File: config.mk
export PLATFORM = sky130hd
export DESIGN_NAME = controlador_senha
export DESIGN_NICKNAME = d
export VERILOG_FILES = /design/src/rtl/senha_pkg.sv /design/src/rtl/comparador_4bits.sv /design/src/rtl/controlador_senha.sv
export SDC_FILE = /design/constraint.sdc
export NUM_CORES = 1
export LEC_CHECK = 0
export CORE_ASPECT_RATIO = 0.8
export CORE_MARGIN = 3
export CORE_UTILIZATION = 45
export CTS_BUF_LIST = sky130_fd_sc_hd__clkbuf_16
export CTS_CLUSTER_SIZE = 30
export DETAILED_ROUTE_END_ITERATION = 7
export PLACE_DENSITY_LB_ADDON = 0.05
export RECOVER_POWER = 100
export SETUP_SLACK_MARGIN = 0.02
export SLEW_MARGIN = 20
export SYNTH_ARGS = -nofsm -noshare
export SYNTH_HDL_FRONTEND = slang
export SYNTH_HIERARCHICAL = 1
export SYNTH_SLANG_ARGS = --single-unit
File: constraint.sdc
create_clock -name clk -period 2.15 [get_ports clk]
set_clock_uncertainty 0.1 [all_clocks]
set_input_delay 0.215 -clock clk [delete_from_list [all_inputs] [get_ports clk]]
set_output_delay 0.215 -clock clk [all_outputs]
set_load 0.005 [all_outputs]
File: src/rtl/senha_pkg.sv
// Shared types and widths for the keypad code controller (controlador_senha).
package senha_pkg;

    typedef enum logic [1:0] {
        IDLE   = 2'd0,
        ENTRY  = 2'd1,
        EVAL   = 2'd2,
        LOCKED = 2'd3
    } state_t;

    localparam int IDX_W      = 2;
    localparam int TRIES_W    = 2;
    localparam int LOCK_CNT_W = 16;
    localparam int TO_CNT_W   = 16;

    // Digit i of the stored code lives at code[4i+3:4i]; digit 0 is entered first.
    function automatic logic [3:0] code_digit(input logic [15:0] code,
                                              input logic [IDX_W-1:0] idx);
        return code[{idx, 2'b00} +: 4];
    endfunction

endpackage

File: src/rtl/comparador_4bits.sv
// Single 4-bit equality comparator shared by all digit positions of the code entry.
module comparador_4bits (
    input  logic [3:0] a_i,
    input  logic [3:0] b_i,
    output logic       eq_o
);

    assign eq_o = (a_i == b_i);

endmodule

File: src/rtl/controlador_senha.sv
// Keypad code controller: arms/disarms on a correct code, latches intrusion alarm, locks out after repeated failures.
// Optional feature: define SENHA_TIMEOUT_EN to discard a partial entry after TIMEOUT_CYCLES idle cycles.
module controlador_senha
    import senha_pkg::*;
#(
    parameter int N_DIGITS       = 4,
    parameter int MAX_TRIES      = 3,
    parameter int LOCK_CYCLES    = 1000,
    parameter int TIMEOUT_CYCLES = 500
) (
    input  logic        clk,
    input  logic        rst_n,
    input  logic        key_valid,
    input  logic [3:0]  key_digit,
    input  logic        key_clear,
    input  logic [15:0] code,
    input  logic        sensor,
    output logic        armed,
    output logic        alarm,
    output logic        locked,
    output logic        code_ok,
    output logic        fail,
    output logic [1:0]  tries_left
);

    if (N_DIGITS < 1 || N_DIGITS > 4 || MAX_TRIES < 1 || MAX_TRIES > 3 ||
        LOCK_CYCLES < 1 || LOCK_CYCLES > (2 ** LOCK_CNT_W) ||
        TIMEOUT_CYCLES < 1 || TIMEOUT_CYCLES > (2 ** TO_CNT_W)) begin : g_param_check
        $error("controlador_senha: parameter out of range");
    end

    localparam logic [IDX_W-1:0]      LAST_IDX   = IDX_W'(N_DIGITS - 1);
    localparam logic [TRIES_W-1:0]    TRIES_INIT = TRIES_W'(MAX_TRIES);
    localparam logic [LOCK_CNT_W-1:0] LOCK_LAST  = LOCK_CNT_W'(LOCK_CYCLES - 1);

    state_t                state_q, state_d;
    logic [IDX_W-1:0]      idx_q, idx_d;
    logic                  mism_q, mism_d;
    logic                  armed_q, armed_d;
    logic                  alarm_q, alarm_d;
    logic                  ok_q, ok_d;
    logic                  fail_q, fail_d;
    logic [TRIES_W-1:0]    tries_q, tries_d;
    logic [LOCK_CNT_W-1:0] lock_cnt_q, lock_cnt_d;
    logic                  digit_eq;
    logic                  timeout_hit;

    comparador_4bits u_cmp (
        .a_i  (key_digit),
        .b_i  (code_digit(code, idx_q)),
        .eq_o (digit_eq)
    );

`ifdef SENHA_TIMEOUT_EN
    localparam logic [TO_CNT_W-1:0] TO_LAST = TO_CNT_W'(TIMEOUT_CYCLES - 1);

    logic [TO_CNT_W-1:0] to_cnt_q, to_cnt_d;

    // Counts consecutive keyless cycles in ENTRY; any key or leaving ENTRY restarts it.
    always_comb begin
        to_cnt_d    = '0;
        timeout_hit = 1'b0;
        if (state_q == ENTRY && !key_valid && !key_clear) begin
            if (to_cnt_q == TO_LAST) timeout_hit = 1'b1;
            else                     to_cnt_d    = to_cnt_q + TO_CNT_W'(1);
        end
    end

    always_ff @(posedge clk or negedge rst_n) begin
        if (!rst_n) to_cnt_q <= '0;
        else        to_cnt_q <= to_cnt_d;
    end
`else
    assign timeout_hit = 1'b0;
`endif

    always_comb begin
        state_d    = state_q;
        idx_d      = idx_q;
        mism_d     = mism_q;
        armed_d    = armed_q;
        alarm_d    = alarm_q;
        ok_d       = 1'b0;
        fail_d     = 1'b0;
        tries_d    = tries_q;
        lock_cnt_d = '0;

        if (armed_q && sensor) alarm_d = 1'b1;

        unique case (state_q)
            IDLE, ENTRY: begin
                if (key_clear || timeout_hit) begin
                    state_d = IDLE;
                    idx_d   = '0;
                    mism_d  = 1'b0;
                end else if (key_valid) begin
                    mism_d = mism_q | ~digit_eq;
                    if (idx_q == LAST_IDX) begin
                        idx_d   = '0;
                        state_d = EVAL;
                    end else begin
                        idx_d   = idx_q + IDX_W'(1);
                        state_d = ENTRY;
                    end
                end
            end
            EVAL: begin
                state_d = IDLE;
                idx_d   = '0;
                mism_d  = 1'b0;
                if (!mism_q) begin
                    ok_d    = 1'b1;
                    armed_d = ~armed_q;
                    // Disarming clears the alarm even if the sensor fires on this same edge.
                    if (armed_q) alarm_d = 1'b0;
                    tries_d = TRIES_INIT;
                end else begin
                    fail_d  = 1'b1;
                    tries_d = tries_q - TRIES_W'(1);
                    if (tries_q == TRIES_W'(1)) state_d = LOCKED;
                end
            end
            LOCKED: begin
                if (lock_cnt_q == LOCK_LAST) begin
                    state_d = IDLE;
                    tries_d = TRIES_INIT;
                end else begin
                    lock_cnt_d = lock_cnt_q + LOCK_CNT_W'(1);
                end
            end
            default: state_d = IDLE;
        endcase
    end

    always_ff @(posedge clk or negedge rst_n) begin
        if (!rst_n) begin
            state_q    <= IDLE;
            idx_q      <= '0;
            mism_q     <= 1'b0;
            armed_q    <= 1'b0;
            alarm_q    <= 1'b0;
            ok_q       <= 1'b0;
            fail_q     <= 1'b0;
            tries_q    <= TRIES_INIT;
            lock_cnt_q <= '0;
        end else begin
            state_q    <= state_d;
            idx_q      <= idx_d;
            mism_q     <= mism_d;
            armed_q    <= armed_d;
            alarm_q    <= alarm_d;
            ok_q       <= ok_d;
            fail_q     <= fail_d;
            tries_q    <= tries_d;
            lock_cnt_q <= lock_cnt_d;
        end
    end

    assign armed      = armed_q;
    assign alarm      = alarm_q;
    assign locked     = (state_q == LOCKED);
    assign code_ok    = ok_q;
    assign fail       = fail_q;
    assign tries_left = tries_q;

endmodule

# Word level (Yosys, flattened, before mapping)
# Index checks and enable logic that the tools add are counted.
[classes] add_sub_neg=3 n_eq_ne=9 shift=1 mux=27 bitwise=4 n_reduce_logical=9
[ops] op="two-way mux 16 bit" count=2
[ops] op="two-way mux 2 bit" count=11
[ops] op="adder 16 x 1 -> 16 bit (second input constant)" count=1
[ops] op="== test 16 x 10 -> 1 bit (second input constant)" count=1
[ops] op="variable part select 16 x 5 -> 4 bit" count=1
[ops] op="two-way mux 1 bit" count=10
[ops] op="one-hot mux 2 bit (2 select lines)" count=2
[ops] op="AND reduction 2 bit" count=4
[ops] op="== test 2 bit (second input constant)" count=3
[ops] op="one-hot mux 2 bit (3 select lines)" count=1
[ops] op="== test 2 x 1 -> 1 bit (second input constant)" count=2
[ops] op="== test 4 bit" count=1
[ops] op="nonzero test 2 bit" count=2
[ops] op="inequality test 3 bit (second input constant)" count=1
[ops] op="inverter 1 bit" count=3
[ops] op="adder 2 x 1 -> 2 bit (second input constant)" count=1
[ops] op="zero test 2 bit" count=1
[ops] op="inequality test 2 x 1 -> 1 bit (second input constant)" count=1
[ops] op="one-hot mux 1 bit (2 select lines)" count=1
[ops] op="OR reduction 2 bit" count=1
[ops] op="subtractor 2 x 1 -> 2 bit (second input constant)" count=1
[ops] op="logical AND 1 bit" count=1
[ops] op="bitwise OR 1 bit" count=1
[word_totals] ff_bits=27 input_bits=25 out_inout_bits=7 wordCells=62

# Depth between registers and ports, before layout
# Gate-level depths: netlist of run 1.
[logic_depth] word_depth=7 ltp_mapped=7 mapped_depth_nobuf=6

# Cells and area by module
# The synthesis of run 1 kept the hierarchy.
[by_module_without_submodules] module="controlador_senha" n_inst=1 cells_per_inst=131 area_each_um2=1403.8 seq_area_each_um2=678.2
[by_module_without_submodules] module="comparador_4bits" n_inst=1 cells_per_inst=5 area_each_um2=47.5 seq_area_each_um2=0.0

# Worst setup path after synthesis of run 1
# Ideal clock, no wire load.
[synth_path] path_type="reg2reg" startpoint="reg idx_q[0]" endpoint="reg mism_q" setup_time_ps=123 t_arrival_ps=1843 required_ps=1927 path_slack_ps=84 stages_incl_launch_ff=8 n_path_buf=1 period_less_slack_ps=2066 path_cell_list="dfrtp_1 > clkbuf_1 > mux4_2 > xor2_1 > nor4_2 > nor2b_1 > o21ai_0 > nand2_1"
[synth_via] elab_chain_len=7
[synth_rtl] item="start: declaration" line_no="controlador_senha.sv:37" source="logic [IDX_W-1:0] idx_q, idx_d;"
[synth_rtl] item="start signal: assignment" line_no="controlador_senha.sv:148" source="idx_q <= idx_d;"
[synth_rtl] item="variable part select 16 x 5 -> 4 bit" line_no="senha_pkg.sv:19" source="return code[{idx, 2'b00} +: 4];"
[synth_rtl] item="== test 4 bit" line_no="comparador_4bits.sv:8" source="assign eq_o = (a_i == b_i);"
[synth_rtl] item="via digit_eq" line_no="controlador_senha.sv:45" source="logic digit_eq;"
[synth_rtl] item="inverter 1 bit" line_no="controlador_senha.sv:97" source="mism_d = mism_q | ~digit_eq;"
[synth_rtl] item="bitwise OR 1 bit" line_no="controlador_senha.sv:97"
[synth_rtl] item="two-way mux 1 bit" line_no="controlador_senha.sv:96" source="end else if (key_valid) begin"
[synth_rtl] item="two-way mux 1 bit" line_no="controlador_senha.sv:92" source="if (key_clear || timeout_hit) begin"
[synth_rtl] item="one-hot mux 1 bit (2 select lines)" line_no="controlador_senha.sv:90" source="unique case (state_q)"
[synth_rtl] item="end signal: assignment" line_no="controlador_senha.sv:149" source="mism_q <= mism_d;"
[synth_rtl] item="end: declaration" line_no="controlador_senha.sv:38" source="logic mism_q, mism_d;"
# The timed path passes the listed nets, and every way through them passes these cells. The select of a mux whose other input is x is not followed.
# A chain may end at the register's enable or synchronous reset.

# Worst setup path after layout of run 1
[layout_path] startpoint="reg lock_cnt_q[11]" endpoint="reg lock_cnt_q[9]"
[layout_via] elab_chain_len=3
[layout_rtl] item="start: declaration" line_no="controlador_senha.sv:44" source="logic [LOCK_CNT_W-1:0] lock_cnt_q, lock_cnt_d;"
[layout_rtl] item="start signal: assignment" line_no="controlador_senha.sv:155" source="lock_cnt_q <= lock_cnt_d;"
[layout_rtl] item="== test 16 x 10 -> 1 bit" line_no="controlador_senha.sv:124" source="if (lock_cnt_q == LOCK_LAST) begin"
[layout_rtl] item="two-way mux 16 bit" line_no="controlador_senha.sv:124"
[layout_rtl] item="two-way mux 16 bit" line_no="controlador_senha.sv:90"
[layout_rtl] item="via lock_cnt_d[9]" line_no="controlador_senha.sv:44"
# The timed path passes the listed nets, and every way through them passes these cells.

==> impl_metrics.ini, run 1 <==
[hold_path]
hp-class = flop to flop

[setup_path]
critPathCaptureType = flop
critPathLaunchType = flop
criticalPathCategory = flop to flop
worstPathMaxFanout = 15
required_ns = 2.19
ff2ff_setup_slack_ns = 0.16
worstPathArrival_ns = 2.04

[place]
gp_congestion = 0.7979
dp_cells = 208
dpl.hpwl_um = 2193
port_buffers = 31

[global_route]
antenna_found_initial = 0
grt_pass1_vias = 1173
grt_max_degree = 28
grt_usage_pct = 15.86
grt_pass1_wl_um = 5188
grt.overflow.total = 0

[cts]
hold_buffers = 0
htreeDepth = 1
postCtsSetupRepairBufs = 0
ctsLongestPathBuffers = 2
cts_made_buffers = 3
cts_tree = built
clkTransAtPathRegs_ns = 0.07
cts-root-buf = clkbuf_16
insertion_delay_ns = 0.26
cts_sinks = 27

[timing]
slew_violations = 0
fmax_mhz = 501.6
hold_viol = 0
relSlewSlack_pct = 4.630
setup_viol = 0
finalSetupTns_ns = 0
whs_ns = 0.3813
rsz0062_at_grt = false
tightest_slew_ns = 1.431
period_minus_slack_ns = 1.993
final.period_utilization_pct = 92.72

[logic_synthesis]
yosys.area.top_type_share_pct = 43.10
synth_edf_count = 0
yosys.area.top_type = dfrtp_1
ys_warn_count = 6
syn_avg_cell_area_sq_um = 10.67
synth-seq-area-share_pct = 46.72
synth_seq_cells = 27
synth_area_sq_um = 1451
syn-num-nets = 164
synthArstFlopShare_pct = 100.0
synth_area_leaders = dfrtp_1, mux4_2, xor2_1, xnor2_1, nor2_1
synthFlopType = dfrtp_1
syn_inst = 136
synth_cell_type_count = 36

[routing]
wl_per_cell_um = 13.62
routed_wl_um = 2887
drc_errors = 0
drt-vias-per-instance = 5.368
first_pass_iters = 5
vias = 1138
drt_iter0_markers = 84
ant_nets = 0

[run_status]
status = finished clean

[pwr]
combPwrFrac_pct = 7.1
p_leak_nw = 0.8202
p_total_mw = 1.001
pwr-share-seq_pct = 50.7
vdd_drop_max_v = 0.0003651
switching_share_pct = 19.18
p_sw_mw = 0.1920
intPower_mw = 0.8089
powerDensity_nw_per_um2 = 520.5
clkPwrFrac_pct = 42.1

[die]
die_x_um = 69.50
die_y_um = 56.80
coreArea_sq_um = 2914
num_rows = 17
start_util_pct = 49.81
pin_count = 32
die_area_sq_um = 3947

[cells_and_area]
nFillCells = 222
areaGrowthSynthToFinish_pct = 32.50
final_cells = 212
nets = 203
diodes = 0
drive_above_1_share_pct = 14.37

[flow_run]
cap_violations = 0
==> cell type report <==
class / count / area (sq um) / share of cell area, %
timing repair buffer: 37 / 351.6 / 18.28
clock buffer: 3 / 75.07 / 3.904
multi-input combinational: 100 / 739.5 / 38.45
clock inverter: 1 / 7.507 / 0.3904
tap: 38 / 47.55 / 2.472
inverter: 6 / 22.52 / 1.171
sequential: 27 / 679.4 / 35.33
==> per-layer routing <==
| metal | vias to the layer above | wire, um | global-route usage (%) |
|---|---|---|---|
| li1 | 562 | - | - |
| met1 | 542 | 1443 | 22.22 |
| met2 | 34 | 1276 | 26.22 |
| met3 | 0 | 167 | 3.757 |
| met4 | 0 | 0 | 0.8357 |
| met5 | - | 0 | 0 |
==> state kept, by name, summed over array words and instances, names as in the netlist <==
signal      count
fail            1
mism_q          1
idx_q           2
alarm           1
code_ok         1
armed           1
tries_left      2
state_q         2
lock_cnt_q     16
==> cell families (layout without fill, tap and decap cells) <==
logic type,count (synthesis),in the layout,synth area share [%]
buffers and inverters,9,47,2.845
XOR/XNOR,15,15,9.052
multiplexers,6,6,7.759
AND/OR/NAND/NOR,55,55,20.86
adder cells (fa/ha/maj),3,3,2.586
flip-flops,27,27,46.72
AO/OA/AOI/OAI,21,21,10.17
==> critical path: stages (launching register included) <==
cell	delay, ns
dfrtp_1	0.43
or4_4	0.56
o41ai_4	0.43
buf_4	0.28
nor2_1	0.07
==> final timing paths <==
check                                      to  depth (start not counted)           start
max in group asynchronous            idx_q[0]                          2           rst_n
worst min-delay path            lock_cnt_q[0]                          1   lock_cnt_q[0]
worst min register to register  lock_cnt_q[0]                          1   lock_cnt_q[0]
min in group asynchronous                fail                          2           rst_n
worst max register to register  lock_cnt_q[9]                          4  lock_cnt_q[11]
worst max-delay path            lock_cnt_q[9]                          4  lock_cnt_q[11]
==> power by group through the flow <==
stage	Sequential [mW]	Combinational, mW	Clock [mW]
floorplan	0.518	0.0155	0
global placement	0.517	0.0722	0
detailed placement	0.517	0.0734	0
CTS	0.508	0.0735	0.437
global route	0.507	0.0777	0.454
finish	0.508	0.0712	0.422
==> stage by stage <==
stage	area, sq um	setup slack [ns]	util [%]
floorplan	1451	0.08430	-
global placement	1836	0.1522	62.99
detailed placement	1836	0.1054	62.99
CTS	1918	0.08294	65.82
global route	1923	0.03401	65.99
finish	1923	0.1566	65.99
==> cells in the final DEF (no fill, tap or decap), types with 2 or more instances in the layout <==
cell,synthesis,layout
xor2_1,8,8
inv_1,6,6
dlygate4sd3_1,0,5
a22o_1,2,2
or3_1,4,4
clkbuf_16,0,3
nand4_1,3,3
dfrtp_1,25,24
ha_1,3,3
nor3_1,5,5
nand3_1,4,4
a21oi_1,9,9
buf_4,0,5
o21ai_0,5,5
and2_0,0,2
nor2_1,15,15
nand2_1,9,9
nor4_1,3,3
xnor2_1,7,7
mux2_2,2,2
clkdlybuf4s50_1,0,26
mux4_2,4,4
==> synthesized netlist by cell type (2+ instances only) <==
master	n
mux2_2	2
or3_1	4
xnor2_1	7
ha_1	3
o21ai_0	5
nor4_1	3
mux4_2	4
nor3_1	5
xor2_1	8
nor2_1	15
a21oi_1	9
nand4_1	3
and2_1	2
nand2_1	9
nand3_1	4
inv_1	6
clkbuf_1	2
dfrtp_1	25
dfstp_2	2
a22o_1	2
==> repair_timing <==
action | in CTS | in global routing
endpoints found under the setup margin | 0 | 2
resized for setup | 0 | 2
endpoints found under the hold margin | 0 | 0
Power figures use the tool's default switching activity.
==> inputs of run 2 (changes only) <==
--- a/config.mk
+++ b/config.mk
@@ -7,7 +7,7 @@
 export LEC_CHECK = 0
 export CORE_ASPECT_RATIO = 0.8
 export CORE_MARGIN = 3
-export CORE_UTILIZATION = 45
+export CORE_UTILIZATION = 53
 export CTS_BUF_LIST = sky130_fd_sc_hd__clkbuf_16
 export CTS_CLUSTER_SIZE = 30
 export DETAILED_ROUTE_END_ITERATION = 7
==> constraint.sdc (replaced) <==
create_clock -name clk -period 2.3 [get_ports clk]
set_clock_uncertainty 0.1 [all_clocks]
set_input_delay 0.23 -clock clk [delete_from_list [all_inputs] [get_ports clk]]
set_output_delay 0.23 -clock clk [all_outputs]
set_load 0.05 [all_outputs]
==> run 2 against run 1 <==
Clock-buffer cell count is the same. Total power down 6.4%. Cell area decreased by 2.9%. Die area is 14% lower. Register-to-register slack better by 0.02 ns. Wire length is 8.0% higher. Cell count down 2.4%. Critical path type unchanged. Critical endpoint is now lock_cnt_q[5]. Highest routed layer is now met4.
==> impl_metrics.ini, run 2 (synthesized netlist as in run 1, its figures left out) <==
[routing]
first_pass_iters = 4
drt_iter0_markers = 97
routed_wl_um = 3117
ant_nets = 0
drt-vias-per-instance = 5.599
wl_per_cell_um = 15.06
drc_errors = 0
vias = 1159

[setup_path]
criticalPathCategory = flop to flop
critPathLaunchType = flop
ff2ff_setup_slack_ns = 0.18
worstSetupEndpoint = lock_cnt_q[5]
required_ns = 2.34
critPathCaptureType = flop
startpoint = lock_cnt_q[10]
worstPathArrival_ns = 2.16
timing.rr.end = lock_cnt_q[5]
r2r_cells = 4
worstPathMaxFanout = 10
reg2reg_from = lock_cnt_q[10]

[place]
dp_cells = 203
pre_cts_ws_ns = 0.2437
placedInstanceArea_sq_um = 1808
gp_congestion = 0.8195
dpl.hpwl_um = 2428
port_buffers = 31

[global_route]
grt_max_degree = 28
antenna_found_initial = 0
grt.overflow.total = 0
grt_pass1_wl_um = 5740
grt_usage_pct = 22.14
grt_pass1_vias = 1230

[timing]
finalSetupTns_ns = 0
relSlewSlack_pct = 4.907
layout_setup_ws_ns = 0.1779
rsz0062_at_grt = false
period_minus_slack_ns = 2.122
setup_viol = 0
fmax_mhz = 471.2
tightest_slew_ns = 1.426
final.period_utilization_pct = 92.27
hold_viol = 0
slew_violations = 0

[cells_and_area]
drive_above_1_share_pct = 11.70
areaGrowthSynthToFinish_pct = 28.71
largest_reg_flops = 16
final_common_cell = dfrtp_1
regMostFlops = lock_cnt_q
diodes = 0
layout_common_cells = dfrtp_1, clkdlybuf4s50_1, nor2_1
nets = 200
final_cells = 207
final_cell_area_sq_um = 1868
nFillCells = 181

[cts]
cts_made_buffers = 3
clkTransAtPathRegs_ns = 0.07
hold_buffers = 0
cts_tree = built
cts_resized = 0
ctsLongestPathBuffers = 2
cts_sinks = 27
htreeDepth = 1
insertion_delay_ns = 0.26
cts-root-buf = clkbuf_16
postCtsSetupRepairBufs = 0

[flow_run]
cap_violations = 0

[die]
pin_count = 32
die_y_um = 52.81
start_util_pct = 57.54
num_rows = 16
die_area_sq_um = 3406
coreArea_sq_um = 2522
die_x_um = 64.51

[hold_path]
hp-start = lock_cnt_q[0]
hp-class = flop to flop

[pwr]
p_leak_nw = 0.7736
vdd_drop_max_v = 0.0003675
p_total_mw = 0.9366
powerDensity_nw_per_um2 = 501.4

[run_status]
status = finished clean
-- run 2: cell types whose count changed in the layout (fill, tap and decap cells not counted), sizes merged --
cell,previous run,this run
clkbuf,4,5
dlygate4sd3,5,7
buf,5,2
clkdlybuf4s50,26,23
-- run 2: power by group --
group          switching, mW  leakage, nW  internal, mW
logic                 0.0228        0.397        0.0451
registers                  0        0.340         0.475
clock network          0.158       0.0371         0.236
-- run 2: cell type report --
class	instances	area, sq um	area share (%)
flip-flops and latches	27	678.2	36.30
multi-input cells	100	716.9	38.38
well taps	36	45.04	2.411
clock buffers	3	75.07	4.019
inverters	6	22.52	1.206
repair buffers	34	322.8	17.28
clock inverters	1	7.507	0.4019
-- run 2: how the worst min path moves through the flow --
stage,endpoint,cells past startpoint
after floorplan,alarm,0
after global placement,lock_cnt_q[0],1
after detailed placement,lock_cnt_q[0],1
after CTS,fail,2
after global routing,lock_cnt_q[0],1
final,lock_cnt_q[0],1
-- run 2: metal layers --
layer / wire length (um) / vias to the layer above / share of wire, % / GRT usage [%]
met1: 1418 / 572 / 45 / 28.69
met4: 8 / 0 / 0.26 / 4.211
met3: 154 / 2 / 4.9 / 5.365
met5: 0 / - / 0 / 0
met2: 1536 / 24 / 49 / 38.18
li1: - / 561 / - / -
-- run 2: critical path: stages (launching register included) --
cell	delay, ns
dfrtp_1	0.43
or4_1	0.59
o41ai_2	0.55
buf_4	0.27
a21oi_1	0.06
-- run 2: metrics by stage --
stage | utilization [%] | hold WS [ns]
after floorplan | - | -0.1656
after global placement | 71.68 | 0.3702
after detailed placement | 71.68 | 0.3806
after CTS | 74.95 | 0.2509
after global routing | 74.06 | 0.4218
final | 74.06 | 0.3858
==> inputs of run 3 (changes only) <==
--- a/config.mk
+++ b/config.mk
@@ -5,11 +5,11 @@
 export SDC_FILE = /design/constraint.sdc
 export NUM_CORES = 1
 export LEC_CHECK = 0
+export CAP_MARGIN = 20
 export CORE_ASPECT_RATIO = 0.8
 export CORE_MARGIN = 3
 export CORE_UTILIZATION = 53
 export CTS_BUF_LIST = sky130_fd_sc_hd__clkbuf_16
-export CTS_CLUSTER_SIZE = 30
 export DETAILED_ROUTE_END_ITERATION = 7
 export PLACE_DENSITY_LB_ADDON = 0.05
 export RECOVER_POWER = 100
==> results of run 3 <==
The final DEF is identical to that of run 2; final timing and power are the same.
